==> config.mk <==
export PLATFORM = sky130hd
export DESIGN_NAME = trap_ctrl
export DESIGN_NICKNAME = d
export VERILOG_FILES = /design/src/rtl/trap_pkg.sv /design/src/rtl/trap_cause_sel.sv /design/src/rtl/trap_ctrl.sv
export SDC_FILE = /design/constraint.sdc
export NUM_CORES = 1
export LEC_CHECK = 0
export ABC_AREA = 1
export CAP_MARGIN = 10
export CORE_MARGIN = 2
export CORE_UTILIZATION = 50
export DETAILED_ROUTE_END_ITERATION = 16
export DONT_BUFFER_PORTS = 1
export MAX_ROUTING_LAYER = met4
export PLACE_DENSITY = 0.75
export RECOVER_POWER = 100
export REMOVE_ABC_BUFFERS = 1
export SYNTH_ARGS = -nofsm -noshare
export SYNTH_HDL_FRONTEND = slang
export SYNTH_SLANG_ARGS = --single-unit
==> constraint.sdc <==
create_clock -name clk -period 2.05 [get_ports clk]
set_input_delay 0.1025 -clock clk [delete_from_list [all_inputs] [get_ports clk]]
set_output_delay 0.1025 -clock clk [all_outputs]
set_load 0.03 [all_outputs]
==> src/rtl/trap_pkg.sv <==
// Shared definitions for the machine-mode trap sequencer.
// Holds the CSR addresses, cause codes, mstatus bit positions, privilege encodings,
// the sequencer state enum, the CSR write payload and the mstatus update helpers.
package trap_pkg;

  localparam int unsigned XLEN   = 32;
  localparam int unsigned CSR_AW = 12;
  localparam int unsigned PRIV_W = 2;
  localparam int unsigned CODE_W = 4;

  // CSR addresses
  localparam logic [CSR_AW-1:0] CSR_MSTATUS = 12'h300;
  localparam logic [CSR_AW-1:0] CSR_MEPC    = 12'h341;
  localparam logic [CSR_AW-1:0] CSR_MCAUSE  = 12'h342;
  localparam logic [CSR_AW-1:0] CSR_MTVAL   = 12'h343;

  // Exception cause codes
  localparam logic [CODE_W-1:0] EXC_INSTR_MISALIGNED = 4'd0;
  localparam logic [CODE_W-1:0] EXC_ILLEGAL          = 4'd2;
  localparam logic [CODE_W-1:0] EXC_BREAKPOINT       = 4'd3;
  localparam logic [CODE_W-1:0] EXC_ECALL_U          = 4'd8;
  localparam logic [CODE_W-1:0] EXC_ECALL_M          = 4'd11;

  // Interrupt cause codes
  localparam logic [CODE_W-1:0] IRQ_MSI = 4'd3;
  localparam logic [CODE_W-1:0] IRQ_MTI = 4'd7;
  localparam logic [CODE_W-1:0] IRQ_MEI = 4'd11;

  // mie enable bit positions
  localparam int unsigned MIE_MSIE = 3;
  localparam int unsigned MIE_MTIE = 7;
  localparam int unsigned MIE_MEIE = 11;

  // mstatus bit positions
  localparam int unsigned MSTATUS_MIE    = 3;
  localparam int unsigned MSTATUS_MPIE   = 7;
  localparam int unsigned MSTATUS_MPP_LO = 11;
  localparam int unsigned MSTATUS_MPP_HI = 12;

  // Privilege encodings
  localparam logic [PRIV_W-1:0] PRIV_U = 2'b00;
  localparam logic [PRIV_W-1:0] PRIV_M = 2'b11;

  typedef enum logic [2:0] {
    ST_IDLE     = 3'd0,
    ST_W_EPC    = 3'd1,
    ST_W_CAUSE  = 3'd2,
    ST_W_TVAL   = 3'd3,
    ST_W_STATUS = 3'd4,
    ST_W_MRET   = 3'd5,
    ST_REDIRECT = 3'd6
  } trap_state_e;

  // One CSR write-port transaction
  typedef struct packed {
    logic              we;
    logic [CSR_AW-1:0] addr;
    logic [XLEN-1:0]   data;
  } csr_wr_t;

  function automatic csr_wr_t csr_wr(input logic [CSR_AW-1:0] addr,
                                     input logic [XLEN-1:0]   data);
    csr_wr_t w;
    w.we   = 1'b1;
    w.addr = addr;
    w.data = data;
    return w;
  endfunction

  function automatic logic [XLEN-1:0] mcause_exc(input logic [CODE_W-1:0] code);
    return XLEN'(code);
  endfunction

  function automatic logic [XLEN-1:0] mcause_irq(input logic [CODE_W-1:0] code);
    return {1'b1, (XLEN-1)'(code)};
  endfunction

  // mstatus on trap entry: stash MIE into MPIE, disable, record previous privilege
  function automatic logic [XLEN-1:0] status_on_trap(input logic [XLEN-1:0]   snap,
                                                     input logic [PRIV_W-1:0] priv);
    logic [XLEN-1:0] s;
    s = snap;
    s[MSTATUS_MPIE] = snap[MSTATUS_MIE];
    s[MSTATUS_MIE]  = 1'b0;
    s[MSTATUS_MPP_HI:MSTATUS_MPP_LO] = priv;
    return s;
  endfunction

  // mstatus on mret: restore MIE from MPIE, set MPIE, drop MPP to U
  function automatic logic [XLEN-1:0] status_on_mret(input logic [XLEN-1:0] snap);
    logic [XLEN-1:0] s;
    s = snap;
    s[MSTATUS_MIE]  = snap[MSTATUS_MPIE];
    s[MSTATUS_MPIE] = 1'b1;
    s[MSTATUS_MPP_HI:MSTATUS_MPP_LO] = PRIV_U;
    return s;
  endfunction

endpackage

==> src/rtl/trap_cause_sel.sv <==
// Combinational trap priority encoder.
// Inputs: decoded exception events, interrupt lines with their mie enables,
//         mstatus.MIE, current privilege, pc and instr for mtval.
// Outputs: take_c (a trap is selected), is_irq_c, cause_c (full mcause value),
//          tval_c (mtval value). mret is not handled here.
module trap_cause_sel
  import trap_pkg::*;
(
  input  logic [XLEN-1:0]   pc,
  input  logic [XLEN-1:0]   instr,
  input  logic              is_instr_misaligned,
  input  logic              is_illegal,
  input  logic              is_ecall,
  input  logic              is_ebreak,
  input  logic              ext_irq,
  input  logic              sw_irq,
  input  logic              tmr_irq,
  input  logic              meie,
  input  logic              msie,
  input  logic              mtie,
  input  logic              mstatus_mie,
  input  logic [PRIV_W-1:0] priv,
  output logic              take_c,
  output logic              is_irq_c,
  output logic [XLEN-1:0]   cause_c,
  output logic [XLEN-1:0]   tval_c
);

  logic irq_en;
  logic mei_pend;
  logic msi_pend;
  logic mti_pend;

  // U-mode always takes enabled interrupts; M-mode needs the global MIE
  assign irq_en   = (priv == PRIV_U) || mstatus_mie;
  assign mei_pend = irq_en && ext_irq && meie;
  assign msi_pend = irq_en && sw_irq  && msie;
  assign mti_pend = irq_en && tmr_irq && mtie;

  // Fixed priority: MEI > MSI > MTI > misaligned > illegal > ebreak > ecall
  always_comb begin
    take_c   = 1'b0;
    is_irq_c = 1'b0;
    cause_c  = '0;
    tval_c   = '0;
    if (mei_pend) begin
      take_c   = 1'b1;
      is_irq_c = 1'b1;
      cause_c  = mcause_irq(IRQ_MEI);
    end else if (msi_pend) begin
      take_c   = 1'b1;
      is_irq_c = 1'b1;
      cause_c  = mcause_irq(IRQ_MSI);
    end else if (mti_pend) begin
      take_c   = 1'b1;
      is_irq_c = 1'b1;
      cause_c  = mcause_irq(IRQ_MTI);
    end else if (is_instr_misaligned) begin
      take_c  = 1'b1;
      cause_c = mcause_exc(EXC_INSTR_MISALIGNED);
      tval_c  = pc;
    end else if (is_illegal) begin
      take_c  = 1'b1;
      cause_c = mcause_exc(EXC_ILLEGAL);
      tval_c  = instr;
    end else if (is_ebreak) begin
      take_c  = 1'b1;
      cause_c = mcause_exc(EXC_BREAKPOINT);
      tval_c  = pc;
    end else if (is_ecall) begin
      take_c  = 1'b1;
      cause_c = mcause_exc((priv == PRIV_U) ? EXC_ECALL_U : EXC_ECALL_M);
    end
  end

endmodule

==> src/rtl/trap_ctrl.sv <==
// Machine-mode trap sequencer.
// Detects traps and mret in IDLE, then walks the CSR file's single write port
// through mepc/mcause/mtval/mstatus (or mstatus alone for mret), one CSR per
// cycle, while stalling the pipeline; finishes with a one-cycle PC redirect.
// Ports: clk/rst_n; execute-stage instr_valid/pc/instr and decoded events;
//        ext/sw/tmr interrupt lines; live mstatus/mie/mtvec/mepc;
//        CSR write port csr_we/csr_waddr/csr_wdata; trap_stall (combinational);
//        redirect_valid/redirect_pc to fetch; priv_mode (M/U).
module trap_ctrl
  import trap_pkg::*;
(
  input  logic              clk,
  input  logic              rst_n,
  input  logic              instr_valid,
  input  logic [XLEN-1:0]   pc,
  input  logic [XLEN-1:0]   instr,
  input  logic              is_instr_misaligned,
  input  logic              is_illegal,
  input  logic              is_ecall,
  input  logic              is_ebreak,
  input  logic              is_mret,
  input  logic              ext_irq,
  input  logic              sw_irq,
  input  logic              tmr_irq,
  input  logic [XLEN-1:0]   mstatus_in,
  input  logic [XLEN-1:0]   mie_in,
  input  logic [XLEN-1:0]   mtvec_in,
  input  logic [XLEN-1:0]   mepc_in,
  output logic              csr_we,
  output logic [CSR_AW-1:0] csr_waddr,
  output logic [XLEN-1:0]   csr_wdata,
  output logic              trap_stall,
  output logic              redirect_valid,
  output logic [XLEN-1:0]   redirect_pc,
  output logic [PRIV_W-1:0] priv_mode
);

  trap_state_e       state_q, state_d;
  csr_wr_t           wr_q, wr_d;
  logic              redirect_valid_q, redirect_valid_d;
  logic [XLEN-1:0]   redirect_pc_q, redirect_pc_d;
  logic [PRIV_W-1:0] priv_q, priv_d;

  // Values captured at detect; every later write uses these
  logic [XLEN-1:0]   cause_q;
  logic [XLEN-1:0]   epc_q;
  logic [XLEN-1:0]   tval_q;
  logic [XLEN-1:0]   snap_q;
  logic              irq_q;

  logic              sel_take;
  logic              sel_is_irq;
  logic [XLEN-1:0]   sel_cause;
  logic [XLEN-1:0]   sel_tval;

  logic              in_idle;
  logic              trap_go;
  logic              mret_go;
  logic [XLEN-1:0]   trap_base;
  logic [XLEN-1:0]   trap_target;
  logic [XLEN-1:0]   mret_target;
  logic [PRIV_W-1:0] mret_priv;

  logic              unused_csr_bits;
  assign unused_csr_bits = ^{mepc_in[1:0], mie_in[31:12], mie_in[10:8],
                             mie_in[6:4], mie_in[2:0]};

  trap_cause_sel u_cause_sel (
    .pc                  (pc),
    .instr               (instr),
    .is_instr_misaligned (is_instr_misaligned),
    .is_illegal          (is_illegal),
    .is_ecall            (is_ecall),
    .is_ebreak           (is_ebreak),
    .ext_irq             (ext_irq),
    .sw_irq              (sw_irq),
    .tmr_irq             (tmr_irq),
    .meie                (mie_in[MIE_MEIE]),
    .msie                (mie_in[MIE_MSIE]),
    .mtie                (mie_in[MIE_MTIE]),
    .mstatus_mie         (mstatus_in[MSTATUS_MIE]),
    .priv                (priv_q),
    .take_c              (sel_take),
    .is_irq_c            (sel_is_irq),
    .cause_c             (sel_cause),
    .tval_c              (sel_tval)
  );

  // Events only count in IDLE with a valid instruction; a trap suppresses mret
  assign in_idle = (state_q == ST_IDLE);
  assign trap_go = in_idle && instr_valid && sel_take;
  assign mret_go = in_idle && instr_valid && !sel_take && is_mret;

  // Stall covers the detect cycle plus every non-IDLE cycle
  assign trap_stall = trap_go || mret_go || !in_idle;

  // Vectored offset only for interrupts with mtvec mode 01; mode 1x is direct
  assign trap_base   = {mtvec_in[XLEN-1:2], 2'b00};
  assign trap_target = (irq_q && (mtvec_in[1:0] == 2'b01))
                     ? trap_base + XLEN'({cause_q[CODE_W-1:0], 2'b00})
                     : trap_base;
  assign mret_target = {mepc_in[XLEN-1:2], 2'b00};
  assign mret_priv   = (snap_q[MSTATUS_MPP_HI:MSTATUS_MPP_LO] == PRIV_M) ? PRIV_M : PRIV_U;

  // State and registered outputs
  always_ff @(posedge clk or negedge rst_n) begin
    if (!rst_n) begin
      state_q          <= ST_IDLE;
      wr_q             <= '0;
      redirect_valid_q <= 1'b0;
      redirect_pc_q    <= '0;
      priv_q           <= PRIV_M;
    end else begin
      state_q          <= state_d;
      wr_q             <= wr_d;
      redirect_valid_q <= redirect_valid_d;
      redirect_pc_q    <= redirect_pc_d;
      priv_q           <= priv_d;
    end
  end

  // Detect-time capture of cause, epc, tval and the mstatus snapshot
  always_ff @(posedge clk or negedge rst_n) begin
    if (!rst_n) begin
      cause_q <= '0;
      epc_q   <= '0;
      tval_q  <= '0;
      snap_q  <= '0;
      irq_q   <= 1'b0;
    end else if (trap_go) begin
      cause_q <= sel_cause;
      epc_q   <= pc;
      tval_q  <= sel_tval;
      snap_q  <= mstatus_in;
      irq_q   <= sel_is_irq;
    end else if (mret_go) begin
      snap_q  <= mstatus_in;
      irq_q   <= 1'b0;
    end
  end

  // Next state plus the write/redirect to present in that state
  always_comb begin
    state_d          = state_q;
    wr_d             = '0;
    redirect_valid_d = 1'b0;
    redirect_pc_d    = redirect_pc_q;
    priv_d           = priv_q;
    case (state_q)
      ST_IDLE: begin
        if (trap_go) begin
          state_d = ST_W_EPC;
          wr_d    = csr_wr(CSR_MEPC, pc);
        end else if (mret_go) begin
          state_d = ST_W_MRET;
          wr_d    = csr_wr(CSR_MSTATUS, status_on_mret(mstatus_in));
        end
      end
      ST_W_EPC: begin
        state_d = ST_W_CAUSE;
        wr_d    = csr_wr(CSR_MCAUSE, cause_q);
      end
      ST_W_CAUSE: begin
        state_d = ST_W_TVAL;
        wr_d    = csr_wr(CSR_MTVAL, tval_q);
      end
      ST_W_TVAL: begin
        state_d = ST_W_STATUS;
        wr_d    = csr_wr(CSR_MSTATUS, status_on_trap(snap_q, priv_q));
      end
      ST_W_STATUS: begin
        state_d          = ST_REDIRECT;
        redirect_valid_d = 1'b1;
        redirect_pc_d    = trap_target;
        priv_d           = PRIV_M;
      end
      ST_W_MRET: begin
        state_d          = ST_REDIRECT;
        redirect_valid_d = 1'b1;
        redirect_pc_d    = mret_target;
        priv_d           = mret_priv;
      end
      ST_REDIRECT: begin
        state_d = ST_IDLE;
      end
      default: begin
        state_d = ST_IDLE;
      end
    endcase
  end

  assign csr_we         = wr_q.we;
  assign csr_waddr      = wr_q.addr;
  assign csr_wdata      = wr_q.data;
  assign redirect_valid = redirect_valid_q;
  assign redirect_pc    = redirect_pc_q;
  assign priv_mode      = priv_q;

  // epc_q is consumed through the W_EPC write, which is taken straight from pc
  logic unused_epc;
  assign unused_epc = ^epc_q;

endmodule

# Yosys cells after proc, flatten, opt, wreduce, memory -nomap -nowiden
# Index checks and enable logic that the tools add are counted.
op_classes:
  n_div: 0
  n_mux: 39
  bitwise_logic: 0
  n_shift: 0
  order_cmp: 0
  eq_ne: 8
  n_addsub: 1
  reduce_logical: 21
  multipliers: 0
ops:
  columns: ["operator", "n"]
  rows:
  - ["two-way mux 32 bit", 15]
  - ["case mux 45 bit (4 select lines)", 1]
  - ["two-way mux 45 bit", 2]
  - ["case mux 32 bit (2 select lines)", 1]
  - ["adder 32 x 6 -> 32 bit", 1]
  - ["case mux 3 bit (5 select lines)", 1]
  - ["two-way mux 1 bit", 13]
  - ["logical AND 1 bit", 11]
  - ["== test 3 x 2 -> 1 bit (second input constant)", 2]
  - ["== test 3 bit (second input constant)", 2]
  - ["two-way mux 3 bit", 2]
  - ["two-way mux 2 bit", 2]
  - ["two-way mux 4 bit", 1]
  - ["case mux 2 bit (2 select lines)", 1]
  - ["nonzero test 2 bit", 2]
  - ["== test 3 x 1 -> 1 bit (second input constant)", 1]
  - ["logical NOT 3 bit", 1]
  - ["logical OR 1 bit", 3]
  - ["!= test 3 x 1 -> 1 bit (second input constant)", 1]
  - ["== test 2 x 1 -> 1 bit (second input constant)", 1]
  - ["== test 2 bit (second input constant)", 1]
  - ["logical NOT 1 bit", 2]
  - ["logical NOT 2 bit", 1]
  - ["OR reduction 2 bit", 1]
word_totals:
  register_bits: 180
  in_bits: 203
  latch_bits: 0
  mem_bits_rw: 0
  n_memories: 0
  out_inout_bits: 81
  mem_bits_ro: 0

# Longest topological paths before layout
depth:
  ltp_word: 13
  depth_mapped: 14

# Cells and area by module
# A second synthesis with hierarchy kept.
unflattened:
  cells_unflattened: 1254
  hier_area_um2: 9352.7
by_module_without_submodules:
  columns: ["mod", "instances", "area_per_inst_um2", "cells_per_inst"]
  rows:
  - ["trap_ctrl", 1, 8354.3, 1054]
  - ["trap_cause_sel", 1, 998.5, 200]

# Worst setup path after synthesis
# No wires, ideal clock.
synth_path:
  path_type: "reg2reg"
  startpoint: "register priv_q[0] (netlist: priv_mode[0])"
  endpoint: "register state_q[2]"
  path_stages_with_launch: 10
  arrival_ps: 1882
  slack_ps: 102
  path_buffers: 1
  cell_sequence: "dfstp_2 -> nand2_1 -> nand3_1 -> nand3_4 -> nor2_4 -> nand3_2 -> buf_2 -> nand2_1 -> o21ai_0 -> inv_1"
synth_between:
  elab_chain_cells: 11
  word_cells_on_any_way: 18
  classes_between: "eq/ne (1); mux (5); reduce/logical (12)"
synth_lines:
  columns: ["element", "line_no", "text"]
  rows:
  - ["from (decl)", "trap_ctrl.sv:42", "logic [PRIV_W-1:0] priv_q, priv_d;"]
  - ["from (signal assigned)", "trap_ctrl.sv:118", "priv_q <= priv_d;"]
  - ["logical NOT 2 bit *", "trap_cause_sel.sv:35", "assign irq_en = (priv == PRIV_U) || mstatus_mie;"]
  - ["logical OR 1 bit *", "trap_cause_sel.sv:35", null]
  - ["logical AND 1 bit (2 in a row)", "trap_cause_sel.sv:38", "assign mti_pend = irq_en && tmr_irq && mtie;"]
  - ["two-way mux 1 bit", "trap_cause_sel.sv:54", "end else if (mti_pend) begin"]
  - ["two-way mux 1 bit", "trap_cause_sel.sv:50", "end else if (msi_pend) begin"]
  - ["two-way mux 1 bit *", "trap_cause_sel.sv:46", "if (mei_pend) begin"]
  - ["logical NOT 1 bit", "trap_ctrl.sv:92", "assign mret_go = in_idle && instr_valid && !sel_take && is_mret;"]
  - ["logical AND 1 bit (2 in a row)", "trap_ctrl.sv:92", null]
  - ["!= test 3 x 1 -> 1 bit (no source line)", null, null]
  - ["to (signal assigned)", "trap_ctrl.sv:114", "state_q <= state_d;"]
  - ["to (decl)", "trap_ctrl.sv:38", "trap_state_e state_q, state_d;"]
# Mark *: on every way between the ends. The rest lies on a longest branch, timed or not.
# A chain may end at the register's enable or synchronous reset.

# Worst setup path in the final report
layout_path:
  startpoint: "register priv_q[0] (netlist: priv_mode[0])"
  endpoint: "output trap_stall"
layout_between:
  elab_chain_cells: 12
  word_cells_on_any_way: 17
  classes_between: "mux (3); reduce/logical (14)"
layout_lines:
  columns: ["element", "line_no", "text"]
  rows:
  - ["logical NOT 2 bit *", "trap_cause_sel.sv:35", null]
  - ["logical OR 1 bit *", "trap_cause_sel.sv:35", null]
  - ["logical AND 1 bit (2 in a row)", "trap_cause_sel.sv:38", null]
  - ["two-way mux 1 bit", "trap_cause_sel.sv:54", null]
  - ["two-way mux 1 bit", "trap_cause_sel.sv:50", null]
  - ["two-way mux 1 bit *", "trap_cause_sel.sv:46", null]
  - ["logical NOT 1 bit", "trap_ctrl.sv:92", null]
  - ["logical AND 1 bit (2 in a row)", "trap_ctrl.sv:92", null]
  - ["logical OR 1 bit * (2 in a row)", "trap_ctrl.sv:95", "assign trap_stall = trap_go || mret_go || !in_idle;"]
  - ["to (decl)", "trap_ctrl.sv:32", "output logic trap_stall,"]
# Marks and branches as above.

==> flow_summary.yaml <==
drt:
  drt-wirelength-per-cell_um: 18.82
  antenna_left: 0
  num_vias: 8336
  viasPerCell: 5.793
  drt_wl_total_um: 27090
  dr.pass1.iters: 6
  drt-initial-drc-count: 905
  drc: 0
clocking:
  path_clk_slew_ps: 60
  htree_levels: 4
  cts_tree: "yes"
  cts_sinks: 140
  root_buffer: "clkbuf_16"
  cts.path.max_buffers: 2
  cts_made_buffers: 17
  clock_latency_ps: 420
run:
  maxCapViolCount: 0
global_routing:
  grt_pass1_wl_um: 41410
  overflow: 0
  grt_pass1_vias: 8151
  grt_start_max_net_pins: 141
  grt.total_usage_pct: 33.05
  grt_antenna_before_repair: 0
critical_path:
  crit_end: "trap_stall"
  r2r_slack_ps: 60
  end_kind: "output pin"
  critPathRequiredTime_ps: 1950
  reg2reg_depth: 8
  start_kind: "flop"
  crit_type: "reg2out"
  cp.arrival_ps: 1910
  r2r_start: "priv_mode[0]"
  critPathMaxFanout: 3
  reg2reg_to: "snap_q[24]"
  critPathLaunch: "priv_mode[0]"
sta:
  setup_viol: 0
  hold_viol: 140
  period_share_pct: 98.25
  max_freq_ghz: 0.4965
  rsz0062_at_grt: "true"
  drv_slew: 0
  tightest_slew_ps: 795.7
  fin_skew_ps: 8.901
  hold_ws_ps: -614.2
  maxSlewHeadroom_pct: 46.99
  period_minus_slack_ps: 2014
die:
  initial_utilization_pct: 51.35
  die_area_um2: 16690
  die_h_um: 129.2
  rows: 45
  core-area_um2: 15260
  pin_count: 284
  die_x_um: 129.2
place:
  hpwl_um: 15740
  gp_congestion: 0.9063
  dp.cells: 1243
  io_buffers: 0
outcome:
  outcome: "complete, but fails checks"
  violations: "hold timing"
yosys:
  avgSynthCellArea_um2: 7.405
  synth_commonest_cells: "335 x nand2_1, 146 x nand3_1, 139 x dfrtp_1, 79 x nor2_1, 75 x inv_1"
  ys_ff_latch: 140
  async_flop_share_pct: 100.0
  synth.top_cell.area_share_pct: 44.39
  synthMostInstantiatedCell: "nand2_1"
  synth_ff_type: "dfrtp_1"
  yosysWarnings: 0
  yosysTopAreaCell: "dfrtp_1"
  synthCells: 1058
  synth_seq_area_share_pct: 44.73
  ys_types: 44
  synth_area_leaders: "dfrtp_1 44%, nand2_1 16%, nand3_1 9.3%"
  syn_area_um2: 7835
  synth-edff-count: 0
layout:
  layout-drive-gt1-share_pct: 9.046
  seq_area_um2: 3506
  multi_input_area_um2: 3807
  final_core_util_pct: 68.15
  nFillCells: 1182
  nNetsFinal: 1422
  fin_cells: 1439
  syn_to_final_growth_pct: 32.72
power:
  power_leakage_nw: 4.887
  power_density_nw_per_um2: 1267
  ir_worst_vdd_mv: 0.7628
min_path:
  hold_class: "in2async"
-- cell type report --
cell class / instances / share of cell area [%]
diodes: 1 / 0.02406
clock buffers: 21 / 4.332
clock inverters: 11 / 1.275
inverters: 79 / 2.852
multi-input cells: 775 / 36.61
flip-flops and latches: 140 / 33.71
well taps: 211 / 2.539
repair buffers: 201 / 18.65
-- worst min path at each step --
| stage | start | end |
|---|---|---|
| after floorplan | rst_n | cause_q[0] |
| after detailed placement | rst_n | redirect_valid |
| final | rst_n | redirect_valid |
| after global placement | rst_n | redirect_pc[14] |
| after global routing | rst_n | redirect_valid |
| after CTS | rst_n | redirect_pc[17] |
-- worst max-delay path, cell delays in order, from the launching register on --
cell and delay, ps:
dfstp_2 580, nand2_4 100, nand3_4 120, nand3_4 100
nor2_4 160, nor2_2 60, nor3_2 120, nand2_1 100
buf_6 150
-- registers in the layout (all words and copies together), names as in the netlist --
register / cells
tval_q: 32
priv_mode: 1
csr_waddr: 4
redirect_pc: 30
irq_q: 1
state_q: 3
csr_wdata: 32
redirect_valid: 1
snap_q: 31
cause_q: 5
-- routing by layer --
metal	GRT usage (%)	wire, um	up-vias
met5	-	0	-
met4	14.58	1028	0
met3	8.216	2738	91
met2	53.96	13250	548
met1	38.79	10080	3914
li1	-	-	3783
-- cell usage in the layout, fill, tap and decap left out, types with 11 or more instances in the layout --
master	n
nand2_1	332
dlygate4sd3_1	154
nand3_1	140
dfrtp_1	138
inv_1	74
nor2_1	74
o21ai_0	57
buf_4	42
o21ai_1	19
o211ai_1	19
a22oi_1	17
a21oi_1	17
clkbuf_16	17
o2111ai_1	11
-- metrics by stage --
| step | instance area [um2] | setup slack, ps | power (mW) | hold slack [ps] | setup TNS [ps] |
|---|---|---|---|---|---|
| 6_report | 10400 | 35.81 | 13.18 | -614.2 | 0 |
| 5_1_grt | 10400 | -76.35 | 13.96 | -640.0 | -211.4 |
| 4_1_cts | 10260 | 25.14 | 12.99 | -633.4 | 0 |
| 3_5_place_dp | 8083 | 46.14 | 9.580 | -186.7 | 0 |
| 3_3_place_gp | 8083 | 76.07 | 9.478 | -185.5 | 0 |
| 2_1_floorplan | 7486 | -1461 | 8.278 | -193.1 | -82400 |
-- power breakdown --
part           switching (mW)  internal [mW]  total, mW
combinational            2.51           1.59       4.11
sequential               1.98           3.99       5.98
clock                    1.25           1.84       3.09
total                    5.75           7.43       13.2
-- logic make-up after synthesis --
family / count (synthesis) / synth area share, %
other cells: 1 / 0.04786
simple gates: 596 / 32.45
fa+ha+maj: 5 / 0.8943
buf+inv: 151 / 8.623
mux: 1 / 0.1278
xor+xnor: 8 / 0.8943
flops: 140 / 44.73
compound gates: 156 / 12.23
-- timing repair --
action                                 4_1_cts  5_1_grt
hold buffers                               153        2
pin swaps                                    3        5
resized for setup                            6       20
buffers inserted                             3        5
endpoints found under the hold margin      266      141
setup endpoints to repair                    1       22
(Power assumes the default switching activity.)
